$ cat config.mk
export PLATFORM = sky130hd
export DESIGN_NAME = imem_loader
export DESIGN_NICKNAME = d
export VERILOG_FILES = /design/src/rtl/imem_loader.sv
export SDC_FILE = /design/constraint.sdc
export NUM_CORES = 1
export LEC_CHECK = 0
export BUFFER_PORTS_ARGS = -buffer_cell sky130_fd_sc_hd__buf_2
export CAP_MARGIN = 25
export CORE_ASPECT_RATIO = 0.75
export CORE_UTILIZATION = 45
export DETAILED_ROUTE_END_ITERATION = 7
export PLACE_DENSITY_LB_ADDON = 0.1
export SYNTH_ARGS = -nofsm -noshare
export SYNTH_HDL_FRONTEND = slang
export SYNTH_SLANG_ARGS = --single-unit
$ cat constraint.sdc
create_clock -name clk -period 4.5 [get_ports clk]
set_clock_uncertainty 0.05 [all_clocks]
set_input_delay 0.9 -clock clk [delete_from_list [all_inputs] [get_ports clk]]
set_output_delay 0.9 -clock clk [all_outputs]
set_load 0.005 [all_outputs]
$ cat src/rtl/imem_loader.sv
// Instruction-memory loader: frames a byte stream (length, big-endian payload, XOR checksum)
// into 32-bit words on the imem write port and releases the CPU once the image verifies.
module imem_loader #(
  parameter logic [31:0] BASE_ADDR = 32'h0040_0000,
  parameter int          MAX_WORDS = 256
) (
  input  logic        clk,
  input  logic        rst,
  input  logic        in_valid,
  input  logic [7:0]  in_data,
  output logic        in_ready,
  input  logic        start,
  output logic        imem_we,
  output logic [31:0] imem_waddr,
  output logic [31:0] imem_wdata,
  output logic [15:0] words_loaded,
  output logic        cpu_hold,
  output logic        done,
  output logic        error
);

  typedef enum logic [2:0] {
    S_LEN_HI,
    S_LEN_LO,
    S_DATA,
    S_CSUM,
    S_DONE,
    S_ERR
  } state_t;

  localparam logic [15:0] MAX_N = 16'(MAX_WORDS);

  state_t      r_state;
  logic [7:0]  r_len_hi;
  logic [15:0] r_len;
  logic [1:0]  r_byte_cnt;
  logic [23:0] r_word;
  logic [7:0]  r_csum;
  logic        r_in_ready;
  logic        r_we;
  logic [31:0] r_waddr;
  logic [31:0] r_wdata;
  logic [15:0] r_words_loaded;
  logic        r_cpu_hold;
  logic        r_done;
  logic        r_error;

  logic        w_accept;
  logic [15:0] w_len;
  logic [31:0] w_word;
  logic        w_last_word;

  assign w_accept    = in_valid & r_in_ready;
  assign w_len       = {r_len_hi, in_data};
  // First byte of a word ends up in [31:24]: big-endian to match the fetch unit.
  assign w_word      = {r_word, in_data};
  assign w_last_word = (r_words_loaded + 16'd1) == r_len;

  always_ff @(posedge clk) begin
    if (rst) begin
      r_state        <= S_LEN_HI;
      r_len_hi       <= '0;
      r_len          <= '0;
      r_byte_cnt     <= '0;
      r_word         <= '0;
      r_csum         <= '0;
      r_in_ready     <= 1'b1;
      r_we           <= 1'b0;
      r_waddr        <= BASE_ADDR;
      r_wdata        <= '0;
      r_words_loaded <= '0;
      r_cpu_hold     <= 1'b1;
      r_done         <= 1'b0;
      r_error        <= 1'b0;
    end else begin
      // NOTE: non-blocking assignments throughout; the default below is overridden later in
      // the same block, which makes r_we a clean single-cycle strobe without extra logic.
      r_we <= 1'b0;
      case (r_state)
        S_LEN_HI: begin
          if (w_accept) begin
            r_len_hi <= in_data;
            r_state  <= S_LEN_LO;
          end
        end
        S_LEN_LO: begin
          if (w_accept) begin
            r_len <= w_len;
            if (w_len > MAX_N) begin
              r_state    <= S_ERR;
              r_error    <= 1'b1;
              r_in_ready <= 1'b0;
            end else if (w_len == 16'd0) begin
              r_state <= S_CSUM;
            end else begin
              r_state <= S_DATA;
            end
          end
        end
        S_DATA: begin
          if (w_accept) begin
            r_csum     <= r_csum ^ in_data;
            r_byte_cnt <= r_byte_cnt + 2'd1;
            r_word     <= w_word[23:0];
            if (r_byte_cnt == 2'd3) begin
              r_we           <= 1'b1;
              r_waddr        <= BASE_ADDR + 32'({r_words_loaded, 2'b00});
              r_wdata        <= w_word;
              r_words_loaded <= r_words_loaded + 16'd1;
              if (w_last_word) begin
                r_state <= S_CSUM;
              end
            end
          end
        end
        S_CSUM: begin
          if (w_accept) begin
            r_in_ready <= 1'b0;
            if (in_data == r_csum) begin
              r_state    <= S_DONE;
              r_done     <= 1'b1;
              r_cpu_hold <= 1'b0;
            end else begin
              r_state <= S_ERR;
              r_error <= 1'b1;
            end
          end
        end
        S_DONE, S_ERR: begin
          if (start) begin
            r_state        <= S_LEN_HI;
            r_in_ready     <= 1'b1;
            r_len_hi       <= '0;
            r_len          <= '0;
            r_byte_cnt     <= '0;
            r_word         <= '0;
            r_csum         <= '0;
            r_waddr        <= BASE_ADDR;
            r_words_loaded <= '0;
            r_cpu_hold     <= 1'b1;
            r_done         <= 1'b0;
            r_error        <= 1'b0;
          end
        end
        default: begin
          r_state <= S_LEN_HI;
        end
      endcase
    end
  end

  assign in_ready     = r_in_ready;
  assign imem_we      = r_we;
  assign imem_waddr   = r_waddr;
  assign imem_wdata   = r_wdata;
  assign words_loaded = r_words_loaded;
  assign cpu_hold     = r_cpu_hold;
  assign done         = r_done;
  assign error        = r_error;

endmodule
==> flow_summary.rst <==
.. list-table::
   :header-rows: 1

   * - Metric
     - Value
   * - Number of distinct standard cells referenced by the synthesized netlist
     - 55
   * - Post-CTS Repair Setup Buffers
     - 0
   * - Wire length per cell
     - 16.0 um
   * - Final worst path period need
     - 2.72 ns
   * - Capturing element type of the critical path
     - register
   * - Gate power share
     - 0.076
   * - P_leak
     - 2.73 nW
   * - Met2 demand-to-capacity share in global routing
     - 0.335
   * - Maximum frequency from static timing analysis
     - 368 MHz
   * - Post-synthesis instance area
     - 5860 sq um
   * - Final Max Tran Viols
     - 0
   * - Pin count of the biggest net entering global routing
     - 76
   * - Total of endpoints with negative setup slack in the final report
     - 0
   * - Number of clock sinks
     - 130
   * - Total negative setup slack
     - 0 ns
   * - Detailed-route vias per instance
     - 5.63
   * - Core Box Area
     - 12500 sq um
   * - Clock buffer depth
     - 2
   * - Required time of the critical path
     - 4.80 ns
   * - Ys async rst share
     - 0
   * - HPWL after detailed placement
     - 9960 um
   * - Worst ir drop on vdd
     - 0.000311 V
   * - Layout Cell Area excl Fill
     - 6860 sq um
   * - Count of mapped cells out of synthesis
     - 749
   * - Power share of the sequential group
     - 0.409
   * - Run status
     - completed
   * - Internal power summed over all cells
     - 2.26 mW
   * - Layout area overhead
     - 17.1%
   * - Count of warnings emitted by yosys
     - 0
   * - Post-Route WL
     - 15500 um
   * - Power, Total
     - 2.96 mW
   * - Dominant combinational cell family by area after synthesis
     - simple AND/OR/NAND/NOR gates
   * - Met1 layer usage reported by global route
     - 0.356
   * - Setup repair after global routing missed its margin
     - false
   * - Pin slew with the least headroom to its limit
     - 1.04 ns
   * - Largest driver fanout on the critical path
     - 31
   * - Hold violation count in the final report
     - 0
   * - Met3 Resource Use GR
     - 0.0593
   * - Via count of the routed design
     - 5466
   * - Synth area leaders
     - sky130_fd_sc_hd__dfxtp_1 (44%), sky130_fd_sc_hd__a21oi_1 (10%), sky130_fd_sc_hd__nand2_1 (7.6%)
   * - Yosys top cell area share
     - 0.444
   * - TritonCTS clock tree
     - done
   * - Clock buffers created by TritonCTS
     - 17
   * - Die ar.
     - 13500 sq um
   * - Proportion of layout cells with a drive suffix above 1
     - 0.158
   * - Count of hold-fix buffers inserted at cts
     - 0
   * - Starting utilization of the core area
     - 0.469
   * - Slew Limit Headroom
     - 0.305
   * - Final Non-Filler Cells
     - 971
   * - Number of buffers inserted by port buffering
     - 80
   * - Placement Rows
     - 35
   * - Data arrival at the endpoint of the critical path
     - 3.01 ns
   * - Later-pin clock latency in the skew report
     - 0.42 ns
   * - Global route total overflow
     - 0
   * - Clock power share
     - 0.515
   * - Core occupancy in the finished layout
     - 0.550
   * - Worst hold slack after final layout
     - 0.397 ns
   * - Number of max-cap violations
     - 0
   * - Simple-gate area share of the yosys netlist
     - 0.270
   * - Placed Instance Area
     - 6210 sq um
   * - Final worst setup slack
     - 1.78 ns
   * - EDFF count, synth
     - 0
   * - Leading cell type by number of instances after synthesis
     - sky130_fd_sc_hd__dfxtp_1
   * - Library cell occupying the most area in the post-synthesis netlist
     - sky130_fd_sc_hd__dfxtp_1
   * - Ant. Diodes
     - 0
   * - Antenna violations before repair
     - 0
   * - Number of nets in the layout
     - 806
   * - Synth top cells by count
     - sky130_fd_sc_hd__dfxtp_1 (130), sky130_fd_sc_hd__nand2_1 (118), sky130_fd_sc_hd__a21oi_1 (117), sky130_fd_sc_hd__nand3_1 (54), sky130_fd_sc_hd__nor2_1 (52)
   * - Type of element launching the critical path
     - input pin
   * - Mux cell area share after synthesis
     - 0.00342
   * - GPL Wtd Cong
     - 0.880
   * - Avg Cell Area, Syn
     - 7.82 sq um
   * - Switching power
     - 0.701 mW
   * - Iteration-0 DRC count of the detailed router
     - 421
   * - Post-placement worst setup slack
     - 1.37 ns
   * - Total placed cells including tap cells
     - 939
   * - Power density over the cells
     - 431 nW/um^2
   * - Height of the die
     - 101 um
   * - Final antenna-violating net count
     - 0
   * - Filler instances
     - 1183
   * - Number of search-and-repair iterations in the first detailed-routing pass
     - 6
   * - Xor and xnor area share after synthesis
     - 0.0299
   * - Via count of the first global-routing pass
     - 4869
   * - Root buf cell
     - sky130_fd_sc_hd__clkbuf_16
   * - Sequential share of the synthesized area
     - 0.444
   * - Critical path class
     - input pin to register
   * - Synthesized-area fraction occupied by ao, oa, aoi and oai cells
     - 0.177
   * - CTS H-Tree Depth
     - 4
   * - Hold WC Path Type
     - register to register
   * - Boundary Pins
     - 97
   * - Switching power as a share of total power
     - 0.237
   * - Most used DFF post-synth
     - sky130_fd_sc_hd__dfxtp_1
   * - Die span in x
     - 134 um
   * - Wire length of the first global-routing pass
     - 25300 um
   * - Count of unresolved DRC violations after routing
     - 0
   * - Total routing resource utilization after global routing
     - 0.240
   * - Arithmetic-cell share of the synthesized area counting full adders, half adders and majority gates
     - 0.00427
   * - Number of gates resized after CTS
     - 0
   * - Most congested layer reported by global routing
     - met1
   * - Post-synthesis register bit count
     - 130
   * - Crit share post-route
     - 0.604
   * - Clock transition at the register clock pins on the worst setup and hold paths after CTS
     - 0.06 ns
==> worst paths after layout <==
check | from | endpoint | slack, ns | cells after the start
worst max-delay path | in_valid | words_loaded[6] | 1.78 | 7
worst min-delay path | imem_waddr[10] | imem_waddr[10] | 0.40 | 2
worst max register to register | r_byte_cnt[0] | words_loaded[6] | 1.78 | 7
worst min register to register | imem_waddr[10] | imem_waddr[10] | 0.40 | 2
==> logic make-up after synthesis <==
kind of cell               count (synthesis)
and+or+nand+nor                          326
AOI/OAI and AO/OA                        183
DFF                                      130
buffers and inverters                     84
xor gates and xnor gates                  20
adders and majority gates                  2
other                                      2
muxes                                      2
==> worst max-delay path: stages <==
cell and delay, ns:
sky130_fd_sc_hd__buf_2 0.11, sky130_fd_sc_hd__and3_1 0.18, sky130_fd_sc_hd__and2_2 0.38, sky130_fd_sc_hd__buf_12 0.25, sky130_fd_sc_hd__a21oi_2 0.76, sky130_fd_sc_hd__o21ai_0 0.24, sky130_fd_sc_hd__a21oi_1 0.17
==> layout make-up <==
cell class              count  area, sq um  area share
inverters                   7         26.3     0.00383
flip-flops and latches    130         2600       0.379
well taps                 166          208      0.0303
repair buffers             87          468      0.0682
clock buffers              20          447      0.0651
clock inverters            12          204      0.0297
multi-input cells         549         2910       0.423
==> per-layer routing <==
metal  vias to the layer above  wire (um)
met2                       211       6550
li1                       2654          -
met3                        22       1140
met5                         -          0
met4                         0        209
met1                      2579       7630
==> layout by cell type (no fill, tap or decap), drive strengths merged, types with 2 or more instances in the layout <==
cell type,count
and3b,2
or4,5
xnor2,10
and4,2
inv,9
nor2b,6
bufinv,5
a211oi,6
or3,3
a21oi,118
buf,87
a21o,2
nand3b,5
conb,16
nor3b,2
mux2i,2
nand3,54
nor4,6
o21bai,2
nand2b,13
nor2,52
clkbuf,20
or2,2
o21ai,27
clkinvlp,3
o211ai,2
dfxtp,130
and2,4
clkinv,2
ha,2
and2b,10
a311oi,2
nand2,118
nor3,9
xor2,10
and3,23
a22oi,13
nand4,9
==> power by group through the flow <==
stage / registers, mW / clock network (mW) / logic (mW)
detailed placement: 1.23 / 0 / 0.220
global route: 1.21 / 1.60 / 0.250
global placement: 1.23 / 0 / 0.217
floorplan: 1.22 / 0 / 0.181
finish: 1.21 / 1.52 / 0.224
CTS: 1.21 / 1.54 / 0.223
==> sequential cells by signal (all words and copies together), names as in the netlist <==
register / flops
cpu_hold: 1
r_len_hi: 8
imem_waddr: 16
words_loaded: 16
in_ready: 1
r_word: 24
imem_we: 1
imem_wdata: 32
done: 1
error: 1
r_state: 3
r_len: 16
r_csum: 8
r_byte_cnt: 2
Power figures use the tool's default switching activity.
